### src/rtl/io_int_ctrl.sv
// io_int_ctrl: memory-mapped external-interrupt controller on the IO bus.
// Latches NSRC sources as pending (edge or level), masks them, picks the
// lowest-index request and runs a claim/complete handshake with the CSR unit
// so that only one source is in service at a time.
module io_int_ctrl #(
    parameter int unsigned NSRC = 4,
    parameter int unsigned IDW  = 4
) (
    input  logic            clk,
    input  logic            rst_n,
    input  logic            dma_io_we,
    input  logic [13:0]     dma_io_wadr,
    input  logic [31:0]     dma_io_wdata,
    input  logic [13:0]     dma_io_radr,
    input  logic            dma_io_radr_en,
    input  logic [31:0]     dma_io_rdata_in,
    output logic [31:0]     dma_io_rdata,
    input  logic [NSRC-1:0] int_src,
    input  logic            csr_meie,
    output logic            ext_int_req,
    output logic            interrupt_clear
);

    localparam logic [13:0] ADR_PEND  = 14'h3E88;
    localparam logic [13:0] ADR_ENBL  = 14'h3E89;
    localparam logic [13:0] ADR_CLAIM = 14'h3E8A;
    localparam logic [13:0] ADR_TYPE  = 14'h3E8B;

    typedef enum logic {
        ST_IDLE,
        ST_SERVICE
    } state_t;

    state_t          state_q, state_d;
    logic [NSRC-1:0] pending_q, pending_d;
    logic [NSRC-1:0] enable_q, enable_d;
    logic [NSRC-1:0] type_q, type_d;
    logic [NSRC-1:0] src_q;
    logic [IDW-1:0]  svc_id_q, svc_id_d;
    logic            ext_int_req_q, ext_int_req_d;
    logic            int_clr_q, int_clr_d;
    logic            rd_hit_q, rd_hit_d;
    logic [31:0]     rdata_q, rdata_d;

    logic            wr_pend, wr_enbl, wr_claim, wr_type;
    logic            rd_claim;
    logic [NSRC-1:0] cand;
    logic [NSRC-1:0] win_oh;
    logic [IDW-1:0]  winner;
    logic            any;
    logic            claim_take;
    logic [31:0]     claim_val;
    logic [31:0]     rd_val;
    logic            unused_wdata;

    assign wr_pend  = dma_io_we && (dma_io_wadr == ADR_PEND);
    assign wr_enbl  = dma_io_we && (dma_io_wadr == ADR_ENBL);
    assign wr_claim = dma_io_we && (dma_io_wadr == ADR_CLAIM);
    assign wr_type  = dma_io_we && (dma_io_wadr == ADR_TYPE);
    assign rd_claim = dma_io_radr_en && (dma_io_radr == ADR_CLAIM);

    assign cand         = pending_q & enable_q;
    assign unused_wdata = ^dma_io_wdata;

    // Fixed-priority arbitration: lowest set index of pending & enable wins.
    always_comb begin
        winner = '0;
        win_oh = '0;
        any    = 1'b0;
        for (int unsigned i = 0; i < NSRC; i++) begin
            if (cand[i] && !any) begin
                any       = 1'b1;
                winner    = IDW'(i);
                win_oh[i] = 1'b1;
            end
        end
    end

    // Claim/complete sequencer: next state, request line and clear pulse.
    always_comb begin
        state_d       = state_q;
        svc_id_d      = svc_id_q;
        ext_int_req_d = 1'b0;
        int_clr_d     = 1'b0;
        claim_take    = 1'b0;
        case (state_q)
            ST_IDLE: begin
                if (rd_claim && any) begin
                    claim_take = 1'b1;
                    svc_id_d   = winner;
                    state_d    = ST_SERVICE;
                end else begin
                    ext_int_req_d = any & csr_meie;
                end
            end
            ST_SERVICE: begin
                if (wr_claim && (dma_io_wdata[IDW-1:0] == svc_id_q)) begin
                    state_d   = ST_IDLE;
                    int_clr_d = 1'b1;
                end
            end
            default: state_d = ST_IDLE;
        endcase
    end

    // Pending capture: edge sources set on a rise (beating W1C and claim
    // clears), level sources simply track int_src.
    always_comb begin
        logic [NSRC-1:0] edge_next;
        logic [NSRC-1:0] w1c_mask;
        logic [NSRC-1:0] claim_mask;
        w1c_mask   = wr_pend ? dma_io_wdata[NSRC-1:0] : '0;
        claim_mask = claim_take ? win_oh : '0;
        edge_next  = (pending_q & ~w1c_mask & ~claim_mask) | (int_src & ~src_q);
        pending_d  = (type_q & edge_next) | (~type_q & int_src);
    end

    // Enable and type configuration writes.
    always_comb begin
        enable_d = enable_q;
        type_d   = type_q;
        if (wr_enbl) begin
            enable_d = dma_io_wdata[NSRC-1:0];
        end
        if (wr_type) begin
            type_d = dma_io_wdata[NSRC-1:0];
        end
    end

    // Claim read word: valid bit plus the ID in service or the current winner.
    always_comb begin
        claim_val = '0;
        if (state_q == ST_SERVICE) begin
            claim_val[31]      = 1'b1;
            claim_val[IDW-1:0] = svc_id_q;
        end else if (any) begin
            claim_val[31]      = 1'b1;
            claim_val[IDW-1:0] = winner;
        end
    end

    // Read decode; data is captured only on an address hit.
    always_comb begin
        rd_val   = '0;
        rd_hit_d = 1'b0;
        if (dma_io_radr_en) begin
            case (dma_io_radr)
                ADR_PEND: begin
                    rd_val[NSRC-1:0] = pending_q;
                    rd_hit_d         = 1'b1;
                end
                ADR_ENBL: begin
                    rd_val[NSRC-1:0] = enable_q;
                    rd_hit_d         = 1'b1;
                end
                ADR_CLAIM: begin
                    rd_val   = claim_val;
                    rd_hit_d = 1'b1;
                end
                ADR_TYPE: begin
                    rd_val[NSRC-1:0] = type_q;
                    rd_hit_d         = 1'b1;
                end
                default: ;
            endcase
        end
        rdata_d = rd_hit_d ? rd_val : rdata_q;
    end

    // State, configuration, capture and read-path registers.
    always_ff @(posedge clk or negedge rst_n) begin
        if (!rst_n) begin
            state_q       <= ST_IDLE;
            pending_q     <= '0;
            enable_q      <= '0;
            type_q        <= '0;
            src_q         <= '0;
            svc_id_q      <= '0;
            ext_int_req_q <= 1'b0;
            int_clr_q     <= 1'b0;
            rd_hit_q      <= 1'b0;
            rdata_q       <= '0;
        end else begin
            state_q       <= state_d;
            pending_q     <= pending_d;
            enable_q      <= enable_d;
            type_q        <= type_d;
            src_q         <= int_src;
            svc_id_q      <= svc_id_d;
            ext_int_req_q <= ext_int_req_d;
            int_clr_q     <= int_clr_d;
            rd_hit_q      <= rd_hit_d;
            rdata_q       <= rdata_d;
        end
    end

    assign dma_io_rdata    = rd_hit_q ? rdata_q : dma_io_rdata_in;
    assign ext_int_req     = ext_int_req_q;
    assign interrupt_clear = int_clr_q;

endmodule

### config.mk
export PLATFORM = sky130hd
export DESIGN_NAME = io_int_ctrl
export DESIGN_NICKNAME = d
export VERILOG_FILES = /design/src/rtl/io_int_ctrl.sv
export SDC_FILE = /design/constraint.sdc
export NUM_CORES = 1
export LEC_CHECK = 0
export ABC_CLOCK_PERIOD_IN_PS = 1500
export BUFFER_PORTS_ARGS = -buffer_cell sky130_fd_sc_hd__buf_2
export CAP_MARGIN = 0
export CORE_MARGIN = 2
export CORE_UTILIZATION = 35
export DETAILED_ROUTE_END_ITERATION = 7
export GPL_TIMING_DRIVEN = 0
export PLACE_DENSITY = 0.81
export SYNTH_ARGS = -nofsm -noshare
export SYNTH_HDL_FRONTEND = slang
export SYNTH_SLANG_ARGS = --single-unit
### constraint.sdc
create_clock -name clk -period 1.5 [get_ports clk]
set_input_delay 0 -clock clk [delete_from_list [all_inputs] [get_ports clk]]
set_output_delay 0 -clock clk [all_outputs]
set_load 0.005 [all_outputs]
# Word level (Yosys, flattened, before mapping)
# Index checks and enable logic that the tools add are counted.
[word_totals]
ramBits = 0
latch_bits = 0
rom_bits = 0
reg_bits = 56
mem_count = 0
[op_classes]
n_mul = 0
n_mux = 30
n_reduce_logical = 15
div_mod_pow = 0
n_lt_le_gt_ge = 0
n_addsub = 0
n_eq_ne = 9
n_bitwise = 14
shift = 0
[ops]
columns = ["op", "n"]
rows = [
  ["== test 14 bit, second input constant", 8],
  ["2-to-1 mux 32 bit", 2],
  ["2-to-1 mux 28 bit", 1],
  ["AND 4 bit", 6],
  ["2-to-1 mux 4 bit", 6],
  ["2-to-1 mux 1 bit", 19],
  ["inverter 4 bit", 4],
  ["one-hot mux 4 bit (4 select lines)", 1],
  ["logical AND 1 bit", 10],
  ["bitwise OR 4 bit", 2],
  ["== test 4 bit", 1],
  ["OR reduction 4 bit", 1],
  ["zero test 1 bit", 3],
  ["one-hot mux 1 bit (2 select lines)", 1],
  ["AND reduction 2 bit", 1],
  ["AND 1 bit", 1],
  ["inverter 1 bit", 1],
]

# Depth between registers and ports, before layout
# Gate-level depths: netlist (run 1).
[logic_depth]
word_depth = 20
depth_mapped = 6
mapped_depth_nobuf = 4

# Worst setup path after synthesis (run 1)
# Ideal clock, no wire load.
[synth_path]
path_kind = "input -> register"
from = "in dma_io_radr[2]"
to = "reg rdata_q[0]"
arrival_ns = 1.540
stages = 4
path_slack_ns = -0.160
required_time_ns = 1.380
path_cell_list = "or4b_4 -> nor4_4 -> mux2_4 -> a31o_2"
[synth_between]
elab_chain_cells = 4
word_cells_on_any_way = 9
cone_classes = "eq/ne: 4; mux: 4; reduce/logical: 1"
[synth_lines]
columns = ["element", "line", "text"]
rows = [
  ["start, declared", "14", "input logic [13:0] dma_io_radr,"],
  ["== test 14 bit", "147", "case (dma_io_radr)"],
  ["OR reduction 4 bit (no source line) *", "n/a", ""],
  ["2-to-1 mux 1 bit *", "147", ""],
  ["2-to-1 mux 1 bit *", "146", "if (dma_io_radr_en) begin"],
  ["net rd_hit_d", "42", "logic rd_hit_q, rd_hit_d;"],
  ["end signal, assigned", "193", "rdata_q <= rdata_d;"],
  ["end, declared", "43", "logic [31:0] rdata_q, rdata_d;"],
]
# The timed path passes the listed nets; every way through them passes the cells marked *.
# A chain may end at the register's enable or synchronous reset.

# Worst setup path in the final report (run 1)
[layout_path]
from = "reg pending_q[3]"
to = "reg rdata_q[1]"
[layout_between]
elab_chain_cells = 7
word_cells_on_any_way = 8
cone_classes = "mux: 6; bitwise: 1; reduce/logical: 1"
[layout_lines]
columns = ["element", "line", "text"]
rows = [
  ["start, declared", "35", "logic [NSRC-1:0] pending_q, pending_d;"],
  ["start signal, assigned", "185", "pending_q <= pending_d;"],
  ["AND 4 bit *", "62", "assign cand = pending_q & enable_q;"],
  ["logical AND 1 bit *", "71", "if (cand[i] && !any) begin"],
  ["2-to-1 mux 4 bit / 2-to-1 mux 1 bit (equally long branches)", "71", ""],
  ["2-to-1 mux 4 bit *", "136", "end else if (any) begin"],
  ["2-to-1 mux 4 bit *", "133", "if (state_q == ST_SERVICE) begin"],
  ["one-hot mux 4 bit (4 select lines) *", "147", ""],
  ["2-to-1 mux 32 bit *", "146", ""],
]
# Every way passes the cells marked *; elsewhere a longest branch is shown, timed or not.

==> flow_results.xml, run 1 <==
<?xml version="1.0" encoding="UTF-8"?>
<metrics>
  <group name="detailed_routing">
    <metric name="viasPerCell" unit="">5.16</metric>
    <metric name="post-route-drc-count" unit="">0</metric>
    <metric name="route.vias.total" unit="">1760</metric>
    <metric name="route.met3.wl" unit="um">506</metric>
    <metric name="first_iter_violations" unit="">64</metric>
    <metric name="drtAntennaViolNets" unit="">0</metric>
    <metric name="met2WireLength" unit="um">2410</metric>
    <metric name="route.final.wire_length" unit="um">4650</metric>
    <metric name="routedLengthMet1" unit="um">1680</metric>
    <metric name="post_drt_wl_per_cell" unit="um">13.6</metric>
    <metric name="first_pass_iters" unit="">4</metric>
    <metric name="highest-signal-layer" unit="">met4</metric>
  </group>
  <group name="synth">
    <metric name="async_flop_share" unit="%">100</metric>
    <metric name="synth_fp_nets" unit="">262</metric>
    <metric name="ys_warn_count" unit="">0</metric>
    <metric name="mappedNetlistArea" unit="um2">1640</metric>
    <metric name="synth-edff-count" unit="">0</metric>
    <metric name="postSynthRegisterBits" unit="">27</metric>
    <metric name="avgSynthCellArea" unit="um2">10.2</metric>
    <metric name="cells_after_synthesis" unit="">161</metric>
    <metric name="synth_top_flop_cell" unit="">sky130_fd_sc_hd__dfrtp_1</metric>
    <metric name="number_of_distinct_library_cell_variants_in_the_gate_level_netlist_after_synthesis" unit="">39</metric>
    <metric name="synth.yosys.seq_area_share" unit="%">41.3</metric>
  </group>
  <group name="critical_path">
    <metric name="worst_ep_required_time" unit="ns">1.68</metric>
    <metric name="timing_worst_setup_path_type" unit="">flip-flop to flip-flop</metric>
    <metric name="cp-end-kind" unit="">flip-flop</metric>
    <metric name="critPathMaxStageDelay" unit="ns">0.47</metric>
    <metric name="worst_setup_path_start_kind" unit="">flip-flop</metric>
    <metric name="timing.critical_path.fanout_max" unit="">4</metric>
    <metric name="timing.critical_path.buf_inv" unit="">0</metric>
    <metric name="critical_path.top_delay_family" unit="">multiplexers</metric>
    <metric name="crit_slowest_cell" unit="">sky130_fd_sc_hd__mux4_2</metric>
    <metric name="path_cells" unit="">a22oi_2, o31ai_1, mux4_2, mux2_4</metric>
    <metric name="crit_arrival" unit="ns">1.76</metric>
  </group>
  <group name="floorplanning">
    <metric name="die_x" unit="um">72.4</metric>
    <metric name="core_region_area" unit="um2">4410</metric>
    <metric name="total_die_area" unit="um2">5240</metric>
    <metric name="initial_utilization" unit="%">37.0</metric>
    <metric name="rows" unit="">24</metric>
    <metric name="ioPinCount" unit="">135</metric>
    <metric name="die-height" unit="um">72.4</metric>
  </group>
  <group name="grt">
    <metric name="first_global_vias" unit="">1601</metric>
    <metric name="number_of_antenna_violations_at_the_first_check_in_global_routing" unit="">0</metric>
    <metric name="grt.overflow.total" unit="">0</metric>
    <metric name="grt_pass1_wl" unit="um">6960</metric>
    <metric name="grtUsageTotal" unit="%">16.6</metric>
    <metric name="grt_start_max_net_pins" unit="">28</metric>
  </group>
  <group name="placement">
    <metric name="hpwl" unit="um">3550</metric>
    <metric name="globalplace.congestion" unit="">0.838</metric>
    <metric name="io_buffer_count" unit="">105</metric>
  </group>
  <group name="power_and_ir_drop">
    <metric name="leakage" unit="nW">1.28</metric>
    <metric name="power_per_cell_area" unit="nW/um2">589</metric>
    <metric name="vdd_drop_max" unit="V">0.000349</metric>
    <metric name="power.total" unit="mW">1.46</metric>
  </group>
  <group name="clocking">
    <metric name="clkTransAtPathRegs" unit="ns">0.10</metric>
    <metric name="cts_buffers" unit="">3</metric>
    <metric name="numClockSinks" unit="">27</metric>
    <metric name="clk_latency" unit="ns">0.28</metric>
    <metric name="cts_max_level" unit="">1</metric>
    <metric name="ctsLongestPathBuffers" unit="">2</metric>
    <metric name="clock_tree_from_tritoncts" unit="">built</metric>
    <metric name="root_buffer" unit="">sky130_fd_sc_hd__clkbuf_8</metric>
  </group>
  <group name="status">
    <metric name="run_status" unit="">complete, but fails checks</metric>
    <metric name="violated_checks" unit="">negative setup slack</metric>
  </group>
  <group name="finish">
    <metric name="fraction_of_final_layout_cells_with_drive_strength_greater_than_1" unit="%">52.6</metric>
    <metric name="insertedDiodeCount" unit="">0</metric>
    <metric name="layout.nets" unit="">391</metric>
    <metric name="layout-area-overhead-vs-synth" unit="%">51.3</metric>
    <metric name="finalCoreUtilization" unit="%">56.1</metric>
    <metric name="fillCellCount" unit="">402</metric>
  </group>
  <group name="sta">
    <metric name="max_slew.worst_pin.slew" unit="ns">0.611</metric>
    <metric name="fin_tns_setup" unit="ns">-0.134</metric>
    <metric name="worst_slew_margin_rel" unit="%">59.3</metric>
    <metric name="max_freq" unit="MHz">630</metric>
    <metric name="slew_violations" unit="">0</metric>
    <metric name="layout_setup_ws" unit="ns">-0.0881</metric>
    <metric name="hold_viol" unit="">0</metric>
    <metric name="rsz0062_at_grt" unit="">true</metric>
    <metric name="whs" unit="ns">0.0320</metric>
    <metric name="period_share" unit="%">106</metric>
    <metric name="worst_clock_skew" unit="ns">0.00427</metric>
    <metric name="setup_violations" unit="">2</metric>
    <metric name="finalCriticalPeriod" unit="ns">1.59</metric>
  </group>
  <group name="worst_hold_path">
    <metric name="min-delay-path-class" unit="">input pin to flip-flop</metric>
  </group>
  <group name="job">
    <metric name="drv.max_cap_violation_count" unit="">0</metric>
  </group>
</metrics>
-- metrics by stage --
step,area (um2),worst slack (ns),cells
floorplan,1650,-0.117,161
global placement,2240,-0.302,318
detailed placement,2240,-0.355,318
CTS,2410,-0.0848,334
global route,2470,-0.114,341
finish,2470,-0.0881,341
-- worst register-to-register path: stages (launching register included) --
cell,delay (ns)
sky130_fd_sc_hd__dfrtp_1,0.44
sky130_fd_sc_hd__a22oi_2,0.21
sky130_fd_sc_hd__o31ai_1,0.09
sky130_fd_sc_hd__mux4_2,0.47
sky130_fd_sc_hd__mux2_4,0.27
-- power breakdown --
part	switching (mW)	internal, mW	total [mW]	leakage (nW)
Combinational	0.110	0.164	0.274	0.911
Sequential	0.00976	0.739	0.749	0.349
Clock	0.245	0.189	0.434	0.0217
Total	0.364	1.09	1.46	1.28
-- cells in the final DEF, fill, tap and decap left out, drive strengths merged, types with 3 or more instances in the layout --
cell type	instances
a22oi	4
clkbuf	7
nor2	10
o21ai	5
dlygate4sd3	10
nor4	3
a21oi	8
buf	116
nand4	3
mux2	18
nand2	10
dfrtp	27
a21o	3
nor2b	27
a21boi	3
nand2b	4
inv	3
-- registers in the layout, summed over array words and instances (netlist names) --
name,flops
rdata_q,5
svc_id_q,2
interrupt_clear,1
pending_q,4
src_q,4
state_q,1
type_q,4
enable_q,4
ext_int_req,1
rd_hit_q,1
-- final timing paths --
kind	start	end	slack, ns	depth (start not counted)
setup / recovery	pending_q[3]	rdata_q[1]	-0.09	4
hold / removal	dma_io_wdata[1]	enable_q[1]	0.03	2
setup reg to reg	pending_q[3]	rdata_q[1]	-0.09	4
hold reg to reg	rdata_q[31]	rdata_q[31]	0.52	2
max in group asynchronous	rst_n	pending_q[0]	0.81	2
min in group asynchronous	rst_n	state_q	0.26	2
-- cells in the mapped netlist (2+ instances only) --
master,instances,area [um2]
sky130_fd_sc_hd__and3b_1,2,17.5
sky130_fd_sc_hd__a22oi_1,4,30.0
sky130_fd_sc_hd__nor3_1,2,10.0
sky130_fd_sc_hd__nor4bb_1,2,20.0
sky130_fd_sc_hd__nand2_1,10,37.5
sky130_fd_sc_hd__nand2b_1,4,25.0
sky130_fd_sc_hd__nor4_4,2,42.5
sky130_fd_sc_hd__clkbuf_1,5,18.8
sky130_fd_sc_hd__a21boi_0,3,22.5
sky130_fd_sc_hd__inv_1,3,11.3
sky130_fd_sc_hd__o21ai_0,5,25.0
sky130_fd_sc_hd__dfrtp_1,27,676
sky130_fd_sc_hd__nor2_1,10,37.5
sky130_fd_sc_hd__nand3_1,2,10.0
sky130_fd_sc_hd__a21oi_1,8,40.0
sky130_fd_sc_hd__nand3b_1,2,15.0
sky130_fd_sc_hd__nor2b_1,27,169
sky130_fd_sc_hd__a21o_1,3,22.5
sky130_fd_sc_hd__mux2_2,16,180
sky130_fd_sc_hd__xnor2_1,2,17.5
sky130_fd_sc_hd__nand4_1,3,18.8
sky130_fd_sc_hd__nand4b_1,2,17.5
-- final cells by class --
type	instances	area [um2]	share of cell area, %
Tap cell	52	65.1	2.63
Timing Repair Buffer	125	701	28.3
Sequential cell	27	679	27.5
Inverter	3	11.3	0.455
Clock inverter	1	7.51	0.303
Multi-Input combinational cell	125	943	38.1
Buffer	5	26.3	1.06
Clock buffer	3	41.3	1.67
-- layer usage --
metal / global-route usage, % / vias up
li1: - / 836
met1: 19.1 / 815
met2: 31.4 / 105
met3: 1.67 / 4
met4: 5.87 / 0
met5: 0 / -
-- repair_timing --
action | in CTS | in global routing
gates cloned | 0 | 0
hold buffers | 10 | 0
gates resized for setup | 4 | 11
hold endpoints to repair | 39 | 0
setup buffers | 2 | 8
pin swaps | 1 | 5
setup endpoints to repair | 10 | 10
-- kinds of logic (layout without fill, tap and decap cells) --
group | count (synthesis) | count (layout) | share of synthesized area, %
and+or+nand+nor | 73 | 73 | 28.5
buffers and inverters | 9 | 137 | 2.30
DFF | 27 | 27 | 41.3
muxes | 20 | 20 | 14.6
xor gates and xnor gates | 2 | 2 | 1.07
AOI/OAI and AO/OA | 30 | 30 | 12.2
(Power assumes the default switching activity.)
==> run 2, diff against run 1 <==
--- a/config.mk
+++ b/config.mk
@@ -12,6 +12,7 @@
 export CORE_UTILIZATION = 35
 export DETAILED_ROUTE_END_ITERATION = 7
 export GPL_TIMING_DRIVEN = 0
+export HOLD_SLACK_MARGIN = 0.08
 export PLACE_DENSITY = 0.81
 export SYNTH_ARGS = -nofsm -noshare
 export SYNTH_HDL_FRONTEND = slang
==> flow_results.xml, run 2 (synthesized netlist as in run 1, its figures left out) <==
<?xml version="1.0" encoding="UTF-8"?>
<metrics>
  <group name="critical_path">
    <metric name="worst_setup_path_start_kind" unit="">flip-flop</metric>
    <metric name="timing.critical_path.fanout_max" unit="">4</metric>
    <metric name="cp-end-kind" unit="">flip-flop</metric>
    <metric name="timing_worst_setup_path_type" unit="">flip-flop to flip-flop</metric>
    <metric name="crit_arrival" unit="ns">1.76</metric>
    <metric name="worst_ep_required_time" unit="ns">1.68</metric>
  </group>
  <group name="detailed_routing">
    <metric name="viasPerCell" unit="">5.15</metric>
    <metric name="first_pass_iters" unit="">5</metric>
    <metric name="post-route-drc-count" unit="">0</metric>
    <metric name="highest-signal-layer" unit="">met4</metric>
    <metric name="first_iter_violations" unit="">95</metric>
    <metric name="drtAntennaViolNets" unit="">0</metric>
    <metric name="route.final.wire_length" unit="um">4690</metric>
    <metric name="route.vias.total" unit="">1765</metric>
    <metric name="route.met3.wl" unit="um">513</metric>
    <metric name="met2WireLength" unit="um">2440</metric>
    <metric name="post_drt_wl_per_cell" unit="um">13.7</metric>
    <metric name="routedLengthMet1" unit="um">1690</metric>
  </group>
  <group name="clocking">
    <metric name="ctsLongestPathBuffers" unit="">2</metric>
    <metric name="clock_tree_from_tritoncts" unit="">built</metric>
    <metric name="numClockSinks" unit="">27</metric>
    <metric name="clk_latency" unit="ns">0.28</metric>
    <metric name="cts_max_level" unit="">1</metric>
    <metric name="clkTransAtPathRegs" unit="ns">0.10</metric>
    <metric name="cts_buffers" unit="">3</metric>
    <metric name="root_buffer" unit="">sky130_fd_sc_hd__clkbuf_8</metric>
  </group>
  <group name="finish">
    <metric name="insertedDiodeCount" unit="">0</metric>
    <metric name="final_common_cell" unit="">sky130_fd_sc_hd__buf_2</metric>
    <metric name="fin_cells" unit="">343</metric>
    <metric name="regMostFlops" unit="">rdata_q</metric>
    <metric name="fillCellCount" unit="">397</metric>
    <metric name="layout-area-overhead-vs-synth" unit="%">52.6</metric>
    <metric name="largest_register_ff_count" unit="">5</metric>
    <metric name="multi_input_area" unit="um2">943</metric>
    <metric name="ff_latch_area" unit="um2">679</metric>
    <metric name="finalCoreUtilization" unit="%">56.5</metric>
    <metric name="final_cell_mix" unit="">105 x sky130_fd_sc_hd__buf_2, 27 x sky130_fd_sc_hd__nor2b_1, 24 x sky130_fd_sc_hd__dfrtp_1</metric>
    <metric name="layout.nets" unit="">393</metric>
    <metric name="fraction_of_final_layout_cells_with_drive_strength_greater_than_1" unit="%">52.2</metric>
  </group>
  <group name="placement">
    <metric name="count_of_placed_standard_cells_including_taps" unit="">318</metric>
    <metric name="io_buffer_count" unit="">105</metric>
    <metric name="globalplace.congestion" unit="">0.838</metric>
    <metric name="hpwl" unit="um">3550</metric>
    <metric name="worst_slack_placed" unit="ns">-0.355</metric>
  </group>
  <group name="grt">
    <metric name="number_of_antenna_violations_at_the_first_check_in_global_routing" unit="">0</metric>
    <metric name="grt.overflow.total" unit="">0</metric>
    <metric name="grtUsageTotal" unit="%">16.6</metric>
    <metric name="grt_start_max_net_pins" unit="">28</metric>
    <metric name="first_global_vias" unit="">1606</metric>
    <metric name="grt_pass1_wl" unit="um">6970</metric>
  </group>
  <group name="sta">
    <metric name="worst_slew_margin_rel" unit="%">59.0</metric>
    <metric name="max_slew.worst_pin.slew" unit="ns">0.614</metric>
    <metric name="rsz0062_at_grt" unit="">true</metric>
    <metric name="slew_violations" unit="">0</metric>
    <metric name="worst_clock_skew" unit="ns">0.00335</metric>
    <metric name="setup_violations" unit="">2</metric>
    <metric name="hold_viol" unit="">0</metric>
    <metric name="finalCriticalPeriod" unit="ns">1.58</metric>
    <metric name="layout_setup_ws" unit="ns">-0.0829</metric>
    <metric name="max_freq" unit="MHz">632</metric>
    <metric name="period_share" unit="%">106</metric>
  </group>
  <group name="floorplanning">
    <metric name="rows" unit="">24</metric>
    <metric name="die-height" unit="um">72.4</metric>
    <metric name="initial_utilization" unit="%">37.0</metric>
    <metric name="die_x" unit="um">72.4</metric>
    <metric name="total_die_area" unit="um2">5240</metric>
    <metric name="core_region_area" unit="um2">4410</metric>
    <metric name="ioPinCount" unit="">135</metric>
  </group>
  <group name="status">
    <metric name="run_status" unit="">complete, but fails checks</metric>
    <metric name="violated_checks" unit="">negative setup slack</metric>
  </group>
  <group name="power_and_ir_drop">
    <metric name="leakage" unit="nW">1.29</metric>
    <metric name="power.total" unit="mW">1.46</metric>
    <metric name="power_per_cell_area" unit="nW/um2">586</metric>
    <metric name="vdd_drop_max" unit="V">0.000353</metric>
  </group>
  <group name="worst_hold_path">
    <metric name="min-delay-path-class" unit="">input pin to flip-flop</metric>
  </group>
  <group name="job">
    <metric name="drv.max_cap_violation_count" unit="">0</metric>
  </group>
</metrics>
run 2: worst paths after layout:
kind	startpoint	endpoint	slack, ns	cells after the start
worst max-delay path	pending_q[3]	rdata_q[1]	-0.08	4
worst min-delay path	dma_io_wadr[6]	interrupt_clear	0.10	4
worst max register to register	pending_q[3]	rdata_q[1]	-0.08	4
worst min register to register	rdata_q[31]	rdata_q[31]	0.52	2
max in group asynchronous	rst_n	enable_q[0]	0.81	2
min in group asynchronous	rst_n	src_q[2]	0.26	2
run 2: metal layers:
layer,global-route usage (%),vias to the layer above
met4,5.87,0
met2,31.4,106
met1,19.2,815
li1,-,840
met5,0,-
met3,1.67,4
run 2: cell type report:
type                       count  share of cell area, %
buffer                         5                   1.05
tap                           52                   2.61
multi-input combinational    125                   37.8
timing repair buffer         127                   28.9
sequential                    27                   27.2
clock buffer                   3                   1.65
clock inverter                 1                  0.301
inverter                       3                  0.451
run 2: timing repair:
item | CTS | global route
endpoints found under the hold margin | 43 | 0
setup buffers | 2 | 8
pin swaps | 1 | 5
gates resized for setup | 4 | 11
hold buffers | 12 | 0
endpoints found under the setup margin | 10 | 10
run 2: where the power goes:
| part | leakage [nW] | switching, mW | internal (mW) |
|---|---|---|---|
| combinational | 0.920 | 0.110 | 0.167 |
| clock | 0.0217 | 0.246 | 0.189 |
| sequential | 0.349 | 0.00964 | 0.739 |
| total | 1.29 | 0.366 | 1.10 |
run 2: through the flow:
stage	hold slack, ns	setup TNS, ns	cell area, um2
detailed placement	0.0421	-1.46	2240
CTS	0.0478	-0.192	2430
global placement	0.0323	-0.748	2240
finish	0.103	-0.132	2490
global route	0.119	-0.239	2490
floorplan	-0.296	-0.141	1650
run 2: worst max-delay path, cell delays in order, from the launching register on:
cell	delay, ns
sky130_fd_sc_hd__dfrtp_1	0.44
sky130_fd_sc_hd__a22oi_2	0.21
sky130_fd_sc_hd__o31ai_1	0.09
sky130_fd_sc_hd__mux4_2	0.47
sky130_fd_sc_hd__mux2_4	0.27
